===== config.mk =====
export PLATFORM = sky130hd
export DESIGN_NAME = dispatch_arbiter
export DESIGN_NICKNAME = d
export VERILOG_FILES = /design/src/rtl/dispatch_arbiter_pkg.sv /design/src/rtl/dispatch_arbiter_rr_pick.sv /design/src/rtl/dispatch_arbiter.sv
export SDC_FILE = /design/constraint.sdc
export NUM_CORES = 1
export LEC_CHECK = 0
export ABC_AREA = 1
export BUFFER_PORTS_ARGS = -buffer_cell sky130_fd_sc_hd__buf_2
export CAP_MARGIN = 20
export CORE_MARGIN = 3
export CORE_UTILIZATION = 46
export DETAILED_ROUTE_END_ITERATION = 16
export HOLD_SLACK_MARGIN = 0.1
export MAX_ROUTING_LAYER = met4
export PLACE_DENSITY_LB_ADDON = 0.1
export REMOVE_ABC_BUFFERS = 1
export SETUP_SLACK_MARGIN = 0.15
export SYNTH_ARGS = -nofsm -noshare
export SYNTH_HDL_FRONTEND = slang
export SYNTH_HIERARCHICAL = 1
export SYNTH_SLANG_ARGS = --single-unit
export TNS_END_PERCENT = 100

===== constraint.sdc =====
create_clock -name clk -period 1.8 [get_ports clk]
set_clock_uncertainty 0.1 [all_clocks]
set_input_delay 0.18 -clock clk [delete_from_list [all_inputs] [get_ports clk]]
set_output_delay 0.18 -clock clk [all_outputs]
set_load 0.05 [all_outputs]

===== src/rtl/dispatch_arbiter_pkg.sv =====
// Packet-format definitions shared by network_source, the dispatch arbiter,
// packet sinks and testbenches.

package source_config;
    localparam int PFX_WIDTH = 4;
endpackage

package dispatch_config;
    localparam int PFX_WIDTH = source_config::PFX_WIDTH;

    typedef enum logic [PFX_WIDTH-1:0] {
        NOP = 4'h0,
        SPK = 4'h1,
        RUN = 4'h2,
        SNC = 4'h3,
        CLR = 4'h4,
        CFG = 4'h5
    } opcode_t;

    // Opcodes that close a timestep frame; unlisted encodings keep the frame open.
    function automatic logic is_frame_end(input opcode_t op);
        case (op)
            RUN, SNC, CLR: return 1'b1;
            default:       return 1'b0;
        endcase
    endfunction
endpackage


===== src/rtl/dispatch_arbiter_rr_pick.sv =====
// Combinational round-robin picker: first asserted request at or after ptr,
// wrapping modulo NUM_REQ.

module rr_pick #(
    parameter  int NUM_REQ = 2,
    localparam int IDX_W   = (NUM_REQ > 1) ? $clog2(NUM_REQ) : 1
) (
    input  logic [NUM_REQ-1:0] req,
    input  logic [IDX_W-1:0]   ptr,
    output logic [IDX_W-1:0]   grant,
    output logic               any_valid
);

    logic [IDX_W:0]   sum;
    logic [IDX_W-1:0] idx;

    // NOTE: every output and temporary gets a default at the top of the block,
    // otherwise paths that skip an assignment infer latches.
    always_comb begin
        grant     = ptr;
        any_valid = 1'b0;
        sum       = '0;
        idx       = '0;
        // Scan from the far end so the candidate nearest ptr is written last and wins.
        for (int k = NUM_REQ - 1; k >= 0; k--) begin
            sum = {1'b0, ptr} + (IDX_W + 1)'(k);
            if (sum >= (IDX_W + 1)'(NUM_REQ)) begin
                sum = sum - (IDX_W + 1)'(NUM_REQ);
            end
            idx = sum[IDX_W-1:0];
            if (req[idx]) begin
                grant     = idx;
                any_valid = 1'b1;
            end
        end
    end

endmodule


===== src/rtl/dispatch_arbiter.sv =====
// Frame-locked round-robin arbiter sharing one network_source packet port
// between NUM_REQ requesters, with a registered output stage.

module dispatch_arbiter
    import source_config::*;
    import dispatch_config::opcode_t;
    import dispatch_config::is_frame_end;
#(
    parameter  int PKT_WIDTH    = 16,
    parameter  int NUM_REQ      = 2,
    parameter  int LOCK_TIMEOUT = 1024,
    localparam int OWN_W        = (NUM_REQ > 1) ? $clog2(NUM_REQ) : 1
) (
    input  logic                 clk,
    input  logic                 arst,
    input  logic [NUM_REQ-1:0]   req_valid,
    output logic [NUM_REQ-1:0]   req_ready,
    input  logic [PKT_WIDTH-1:0] req_pkt [NUM_REQ],
    output logic                 out_valid,
    input  logic                 out_ready,
    output logic [PKT_WIDTH-1:0] out_pkt,
    output logic [OWN_W-1:0]     owner,
    output logic                 locked,
    output logic                 timeout_evt
);

    localparam bit             TIMEOUT_EN = (LOCK_TIMEOUT > 0);
    localparam int             CNT_W      = TIMEOUT_EN ? $clog2(LOCK_TIMEOUT + 1) : 1;
    localparam logic [CNT_W-1:0] CNT_MAX  = CNT_W'(LOCK_TIMEOUT);

    typedef enum logic {
        ST_IDLE,
        ST_LOCKED
    } state_t;

    state_t               state_q, state_d;
    logic [OWN_W-1:0]     owner_q, owner_d;
    logic [OWN_W-1:0]     rr_ptr_q, rr_ptr_d;
    logic [CNT_W-1:0]     idle_cnt_q, idle_cnt_d;
    logic                 out_valid_q, out_valid_d;
    logic [PKT_WIDTH-1:0] out_pkt_q, out_pkt_d;
    logic                 timeout_evt_q, timeout_evt_d;

    logic [OWN_W-1:0]     pick_idx, grant_idx;
    logic                 pick_any, grant_ok;
    logic                 can_load, expire, fire, sel_end;
    logic [PKT_WIDTH-1:0] sel_pkt;

    function automatic logic [OWN_W-1:0] next_idx(input logic [OWN_W-1:0] idx);
        return (int'(idx) >= NUM_REQ - 1) ? '0 : idx + OWN_W'(1);
    endfunction

    rr_pick #(
        .NUM_REQ (NUM_REQ)
    ) u_rr_pick (
        .req       (req_valid),
        .ptr       (rr_ptr_q),
        .grant     (pick_idx),
        .any_valid (pick_any)
    );

    // Grant path: the owner is the only candidate while locked, except in the
    // expiry cycle where nobody is offered the port.
    always_comb begin
        can_load = !out_valid_q || out_ready;
        expire   = TIMEOUT_EN && (state_q == ST_LOCKED) && (idle_cnt_q == CNT_MAX);
        if (state_q == ST_LOCKED) begin
            grant_idx = owner_q;
            grant_ok  = !expire;
        end else begin
            grant_idx = pick_idx;
            grant_ok  = pick_any;
        end
        req_ready            = '0;
        req_ready[grant_idx] = grant_ok && can_load;
        fire    = req_valid[grant_idx] && grant_ok && can_load;
        sel_pkt = req_pkt[grant_idx];
        sel_end = is_frame_end(opcode_t'(sel_pkt[PKT_WIDTH-1 -: PFX_WIDTH]));
    end

    always_comb begin
        state_d       = state_q;
        owner_d       = owner_q;
        rr_ptr_d      = rr_ptr_q;
        idle_cnt_d    = idle_cnt_q;
        out_valid_d   = out_valid_q;
        out_pkt_d     = out_pkt_q;
        timeout_evt_d = 1'b0;

        if (fire) begin
            out_valid_d = 1'b1;
            out_pkt_d   = sel_pkt;
        end else if (out_ready) begin
            out_valid_d = 1'b0;
        end

        unique case (state_q)
            ST_IDLE: begin
                if (fire) begin
                    owner_d = grant_idx;
                    if (sel_end) begin
                        rr_ptr_d = next_idx(grant_idx);
                    end else begin
                        state_d    = ST_LOCKED;
                        idle_cnt_d = '0;
                    end
                end
            end
            ST_LOCKED: begin
                if (expire) begin
                    state_d       = ST_IDLE;
                    rr_ptr_d      = next_idx(owner_q);
                    idle_cnt_d    = '0;
                    timeout_evt_d = 1'b1;
                end else if (fire && sel_end) begin
                    state_d    = ST_IDLE;
                    rr_ptr_d   = next_idx(owner_q);
                    idle_cnt_d = '0;
                end else if (req_valid[owner_q]) begin
                    idle_cnt_d = '0;
                end else if (TIMEOUT_EN && (idle_cnt_q != CNT_MAX)) begin
                    idle_cnt_d = idle_cnt_q + CNT_W'(1);
                end
            end
            default: state_d = ST_IDLE;
        endcase
    end

    // NOTE: sequential state uses non-blocking assignments so every register
    // samples the pre-edge values regardless of statement order.
    always_ff @(posedge clk or posedge arst) begin
        if (arst) begin
            state_q       <= ST_IDLE;
            owner_q       <= '0;
            rr_ptr_q      <= '0;
            idle_cnt_q    <= '0;
            out_valid_q   <= 1'b0;
            out_pkt_q     <= '0;
            timeout_evt_q <= 1'b0;
        end else begin
            state_q       <= state_d;
            owner_q       <= owner_d;
            rr_ptr_q      <= rr_ptr_d;
            idle_cnt_q    <= idle_cnt_d;
            out_valid_q   <= out_valid_d;
            out_pkt_q     <= out_pkt_d;
            timeout_evt_q <= timeout_evt_d;
        end
    end

    assign out_valid   = out_valid_q;
    assign out_pkt     = out_pkt_q;
    assign owner       = owner_q;
    assign locked      = (state_q == ST_LOCKED);
    assign timeout_evt = timeout_evt_q;

endmodule

# [Yosys cells after proc, flatten, opt, wreduce, memory -nomap -nowiden]
# Cells that the tools add are included.
# W data, S select, Z words.
[op_classes] eq_ne=10 n_mux=45 n_bitwise=3 n_addsub=6 n_lt_le_gt_ge=10 n_reduce_logical=14
[op_table] cell="$mux W11" n=6
[op_table] cell="$mux W16" n=3
[op_table] cell="$mux W1" n=32
[op_table] cell="$pmux W11 S2" n=1
[op_table] cell="$add A11 B1 Y11 const B" n=1
[op_table] cell="$eq A11 B11 Y1 const B" n=1
[op_table] cell="$ne A11 B11 Y1 const B" n=1
[op_table] cell="$eq A4 B2 Y1 const B" n=2
[op_table] cell="$lt A1 B2 Y1 const B" n=4
[op_table] cell="$logic_and A1 B1 Y1" n=6
[op_table] cell="$ne A2 B2 Y1 const B" n=3
[op_table] cell="$reduce_and A3 Y1" n=2
[op_table] cell="$ne A5 B1 Y1 const B" n=1
[op_table] cell="$eq A4 B3 Y1 const B" n=1
[op_table] cell="$ge A2 B2 Y1 const B" n=2
[op_table] cell="$pmux W1 S2" n=2
[op_table] cell="$ge A1 B1 Y1 const B" n=3
[op_table] cell="$ne A3 B1 Y1 const B" n=1
[op_table] cell="$reduce_or A3 Y1" n=1
[op_table] cell="$add A1 B1 Y1 const B" n=2
[op_table] cell="$add A1 B1 Y2 const B" n=1
[op_table] cell="$and A2 B2 Y2" n=1
[op_table] cell="$ge A1 B2 Y1 const B" n=1
[op_table] cell="$logic_not A1 Y1" n=2
[op_table] cell="other kinds (7)" n=8
[totals] in_bits=37 output_inout_bits=22 reg_bits=32

# [Longest topological paths before layout]
[logic_depth] ltp_word=19 ltp_mapped=15 depth_no_buf=14

# [Hierarchy]
# The synthesis kept the hierarchy.
[modules_own_cells] module="dispatch_arbiter" cells_per_inst=256 area_per_inst_um2=1901.8 n_inst=1
[modules_own_cells] module="rr_pick" cells_per_inst=4 area_per_inst_um2=18.8 n_inst=1

# [Worst setup path after synthesis]
# OpenSTA, ideal clock, no wires.
[synth_timing] path_kind="register to output" start="register state_q (netlist: locked)" end="output port req_ready[0]" slack_ns=-0.383 arrival_time_ns=1.903 path_stages_with_launch=7 t_required_ns=1.520 path_buffers=2 path_cell_list="dfrtp_1 > buf_6 > inv_4 > nand2_4 > nand2_4 > buf_1 > nor2_1"
[synth_between] elab_chain_cells=6
[synth_rtl] element="from (decl)" line_no="dispatch_arbiter.sv:36" source="state_t state_q, state_d;"
[synth_rtl] element="from (signal assigned)" line_no="dispatch_arbiter.sv:141" source="state_q <= state_d;"
[synth_rtl] element="$mux W1" line_no="dispatch_arbiter.sv:67" source="if (state_q == ST_LOCKED) begin"
[synth_rtl] element="$lt A1 B2 Y1 (implied by the code) or $ge A1 B1 Y1 (tied branches)" line_no="dispatch_arbiter.sv:75" source="req_ready[grant_idx] = grant_ok && can_load;"
[synth_rtl] element="$logic_and A1 B1 Y1" line_no="dispatch_arbiter.sv:75"
[synth_rtl] element="$mux W1 (implied by the code)" line_no="dispatch_arbiter.sv:75"
[synth_rtl] element="$demux W1 S1" line_no="dispatch_arbiter.sv:75"
[synth_rtl] element="$and A2 B2 Y2 (no source line) *"
[synth_rtl] element="to (decl)" line_no="dispatch_arbiter.sv:17" source="output logic [NUM_REQ-1:0] req_ready,"
# Mark *: on every way between the ends. The rest lies on a longest branch, timed or not.

# [Final worst setup path]
[layout_timing] start="register rr_ptr_q" end="register rr_ptr_q"
[layout_between] elab_chain_cells=18
[layout_rtl] element="from (decl)" line_no="dispatch_arbiter.sv:38" source="logic [OWN_W-1:0] rr_ptr_q, rr_ptr_d;"
[layout_rtl] element="from (signal assigned)" line_no="dispatch_arbiter.sv:143" source="rr_ptr_q <= rr_ptr_d;"
[layout_rtl] element="$add A1 B1 Y2" line_no="dispatch_arbiter_rr_pick.sv:26" source="sum = {1'b0, ptr} + (IDX_W + 1)'(k);"
[layout_rtl] element="$ge A2 B2 Y1 or $sub A1 B1 Y1 (tied branches)" line_no="dispatch_arbiter_rr_pick.sv:27, dispatch_arbiter_rr_pick.sv:28"
[layout_rtl] element="$mux W1" line_no="dispatch_arbiter_rr_pick.sv:27" source="if (sum >= (IDX_W + 1)'(NUM_REQ)) begin"
[layout_rtl] element="$mux W1 (implied by the code) (2 in series)" line_no="dispatch_arbiter_rr_pick.sv:31" source="if (req[idx]) begin"
[layout_rtl] element="$mux W1" line_no="dispatch_arbiter_rr_pick.sv:31"
[layout_rtl] element="$mux W1 *" line_no="dispatch_arbiter_rr_pick.sv:31"
[layout_rtl] element="named net pick_idx" line_no="dispatch_arbiter.sv:44" source="logic [OWN_W-1:0] pick_idx, grant_idx;"
[layout_rtl] element="$mux W1 *" line_no="dispatch_arbiter.sv:67"
[layout_rtl] element="$not A1 Y2 (implied by the code)" line_no="dispatch_arbiter.sv:77" source="sel_pkt = req_pkt[grant_idx];"
[layout_rtl] element="$mux W16 (implied by the code) (3 in series)" line_no="dispatch_arbiter.sv:77"
[layout_rtl] element="$eq A4 B2 Y1 or $eq A4 B3 Y1 (tied branches)" line_no="dispatch_arbiter_pkg.sv:22" source="case (op)"
[layout_rtl] element="$reduce_or A3 Y1" line_no="dispatch_arbiter_pkg.sv:22"
[layout_rtl] element="$mux W1" line_no="dispatch_arbiter_pkg.sv:22"
[layout_rtl] element="$logic_and A1 B1 Y1" line_no="dispatch_arbiter.sv:115" source="end else if (fire && sel_end) begin"
[layout_rtl] element="$ne A3 B1 Y1 (no source line)"
[layout_rtl] element="$reduce_and A3 Y1 (no source line)"
# The timed path passes the listed nets; every way through them passes the cells marked *. The select of a mux whose other input is x is not followed.
# A chain may end at the register's enable or synchronous reset.

==> impl_results.md <==
* Hold Crit Start: req_pkt[19]
* Routability cong. at 0.9491
* HP Class: input port to register
* Clock slew at reported path FFs at 70 ps
* Synth Warn # at 6
* Final core occ at 72.63%
* Tot GR Track Use at 22.01%
* Setup CP Type: register to register
* #FFs+latches synth at 32
* Slew HR at 72.95%
* Minimum clock period at 1886 ps
* CTS tree: yes
* Insertion delay to the later sink of the worst-skew pair at 280 ps
* I/O Buffers at 58
* Routed WL at 5397 µm
* Top cells by area, synth: dfrtp_1 (42%), nand2_1 (13%), nor2_1 (8.6%)
* CP Launch Point: rr_ptr_q
* Max clock buf depth at 2
* Top cell type's share of synthesized area at 41.69%
* Antenna violations before repair at 0
* Sequential share of power at 21.5%
* Fraction of layout cells with a size suffix above 1 at 40.23%
* P_leak at 1.435 nW
* Worst Setup Start Kind: register
* Final Hold Fails at 0
* Max stage delay on crit path at 390 ps
* Fmax at 530.1 MHz
* Boundary pin count at 59
* Root cell of the clock tree: clkbuf_8
* DRC viols at 0
* ANT nets after route at 0
* Synth unique cells at 30
* Sequential fraction of the synthesis area at 41.69%
* Routed WL per cell at 13.63 µm
* Worst VDD drop at 1377 µV
* Period utilisation layout at 104.8%
* Fin nets at 386
* Post-Synthesis Cells at 260
* Post-DP HPWL at 3514 µm
* Req. time, crit path at 1870 ps
* First-pass GRT wire length at 8535 µm
* Placed cell count at 371
* FILL cells at 287
* Mean Syn Cell Area at 7.387 µm²
* Vias at 1998
* Vias per inst at 5.045
* Clock Sinks at 32
* Final critical-path setup slack at -86.42 ps
* Largest net degree at the start of global routing at 33
* Reg2reg start: rr_ptr_q
* Slew @ Worst Pin at 405.8 ps
* Crit-path max FO at 14
* Sw frac at 51.51%
* Initial core utilization at 50.20%
* # diodes at 0
* Fin cells at 396
* Core Box Area at 3826 µm²
* Clock buffer count from CTS at 5
* Die width at 70.62 µm
* # Max-Cap Violations at 0
* Syn Std Cell Area at 1921 µm²
* Top cell by count, worst path: nand2_1
* Row Count at 22
* Unrepaired setup endpoints after global routing: true
* Crit-path cells: nor2_1 > a21oi_2 > buf_4 > nand2_4 > nand2_8 > nand2_2 > nand2_2 > a21oi_2 > nor2_4 > nand2_8 > nand2_1 > nand2_1 > nand2_1
* Die ar. at 4986 µm²
* TNS Setup at -888.4 ps
* Area grow syn2layout at 44.69%
* Crit path DAT at 1950 ps
* Router iterations before antenna repair at 4
* CP endpoint kind: register
* Psw at 0.002731 W
* Combinational power share at 64.4%
* H-tree depth at 2
* Setup slack at placement at -47.70 ps
* Final Setup Violations at 16
* Critical-path top delay cell: dfrtp_1
* Initial DRC Count at 177
* Max-slew violation count at 0
* Grt ovf at 0
* Outcome: complete, but fails checks
* Failing checks: setup timing
* Pwr dens at 1908 nW/µm²
* Int Pwr at 0.002571 W
* Leading area contributor after synthesis: dfrtp_1
* Number of global-route vias before repair at 1874
* Part of the power in the clock network at 14.1%
* Chip height at 70.62 µm
-- timing repair --
action	in CTS	in global routing
setup endpoints to repair	32	32
setup buffers	9	2
pin swaps	6	9
hold buffers	5	0
resized for setup	25	25
cloned	1	0
hold endpoints to repair	36	0
-- registers in the layout, summed over array words and instances, names as in the netlist --
| register | count |
|---|---|
| timeout_evt | 1 |
| out_valid | 1 |
| owner | 1 |
| idle_cnt_q | 11 |
| locked | 1 |
| out_pkt | 16 |
| rr_ptr_q | 1 |
-- layout make-up --
type	instances	area [µm²]	share of cell area, %
timing repair buffer	90	586.8	21.12
tap	48	60.06	2.161
clock inverter	1	30.03	1.081
inverter	23	91.34	3.287
multi-input combinational	195	1111	39.98
clock buffer	7	96.34	3.467
sequential	32	803.3	28.91
-- layer usage --
| metal | routed length, µm | vias to the layer above | GRT usage (%) | share of wire (%) |
|---|---|---|---|---|
| li1 | - | 1016 | - | - |
| met1 | 2449 | 909 | 28.61 | 45 |
| met2 | 2535 | 63 | 34.30 | 47 |
| met3 | 306 | 10 | 4.830 | 5.7 |
| met4 | 105 | 0 | 7.307 | 1.9 |
| met5 | 0 | - | - | 0 |
-- cells in the final DEF (no fill, tap or decap), types with 2 or more instances in the layout --
cell type      instances
a21oi_1                4
a21oi_2                2
buf_2                 56
buf_4                 23
buf_6                  3
buf_8                  2
clkbuf_8               7
dfrtp_1               30
dfrtp_2                2
dlygate4sd3_1          5
inv_1                 17
inv_2                  4
inv_4                  2
nand2_1               60
nand2_2               12
nand2_4                6
nand2_8                2
nand3_1               17
nand3_2                3
nand4_1                7
nor2_1                43
nor2_4                 2
nor3_1                 3
o21ai_0                6
o21ai_1                3
o21ai_2                2
o31ai_1                6
o31ai_2                6
xor2_1                 3
-- stage by stage --
step	power (W)	hold WS (ps)	area (µm²)
after floorplan	0.003124	176.4	1851
after global placement	0.003843	185.6	2321
after detailed placement	0.003877	190.7	2321
after CTS	0.005021	102.4	2659
after global routing	0.005589	100.3	2779
final	0.005302	99.73	2779
-- synth_stat cells (all sizes together) --
| library cell | count |
|---|---|
| a21oi | 6 |
| buf | 9 |
| xor2 | 3 |
| o21ai | 11 |
| nand2 | 79 |
| clkbuf | 2 |
| nor2 | 46 |
| o31ai | 12 |
| o22a | 1 |
| inv | 23 |
| dfrtp | 32 |
| nor4 | 1 |
| nand3 | 21 |
| nand4 | 7 |
| or2 | 1 |
| nor3b | 1 |
| ha | 2 |
| nor3 | 3 |
-- power groups by stage --
stage / Sequential [W] / Combinational (W) / Clock, W
3_3_place_gp: 0.00115 / 0.00269 / 0
3_5_place_dp: 0.00116 / 0.00272 / 0
5_1_grt: 0.00117 / 0.00362 / 0.000804
4_1_cts: 0.00113 / 0.00312 / 0.000767
6_report: 0.00114 / 0.00342 / 0.000749
2_1_floorplan: 0.00190 / 0.00122 / 0
-- critical path: cells and delay by family, from the launching register on --
| family | cells | cell delay (ps) |
|---|---|---|
| AND/OR/NAND/NOR | 10 | 850 |
| AO/OA/AOI/OAI | 2 | 270 |
| flip-flops | 1 | 390 |
| buffers and inverters | 1 | 140 |
-- cell families (layout without fill, tap and decap cells) --
family	count (synthesis)	after routing	share of synthesized area [%]
buffers and inverters	34	121	8.273
and+or+nand+nor	159	160	37.39
AOI/OAI and AO/OA	30	30	9.968
adders and majority gates	2	2	1.303
DFF	32	32	41.69
xor gates and xnor gates	3	3	1.368
-- path summary, 6_finish.rpt --
kind                       slack, ps             to  cells after the start
min reg2reg                      390     out_pkt[3]                      2
max reg2reg                      -90       rr_ptr_q                     13
min in group asynchronous        430  idle_cnt_q[7]                      4
min                              100     out_pkt[3]                      3
max                              -90       rr_ptr_q                     13
max in group asynchronous        860         locked                      4
Power figures use the tool's default switching activity.
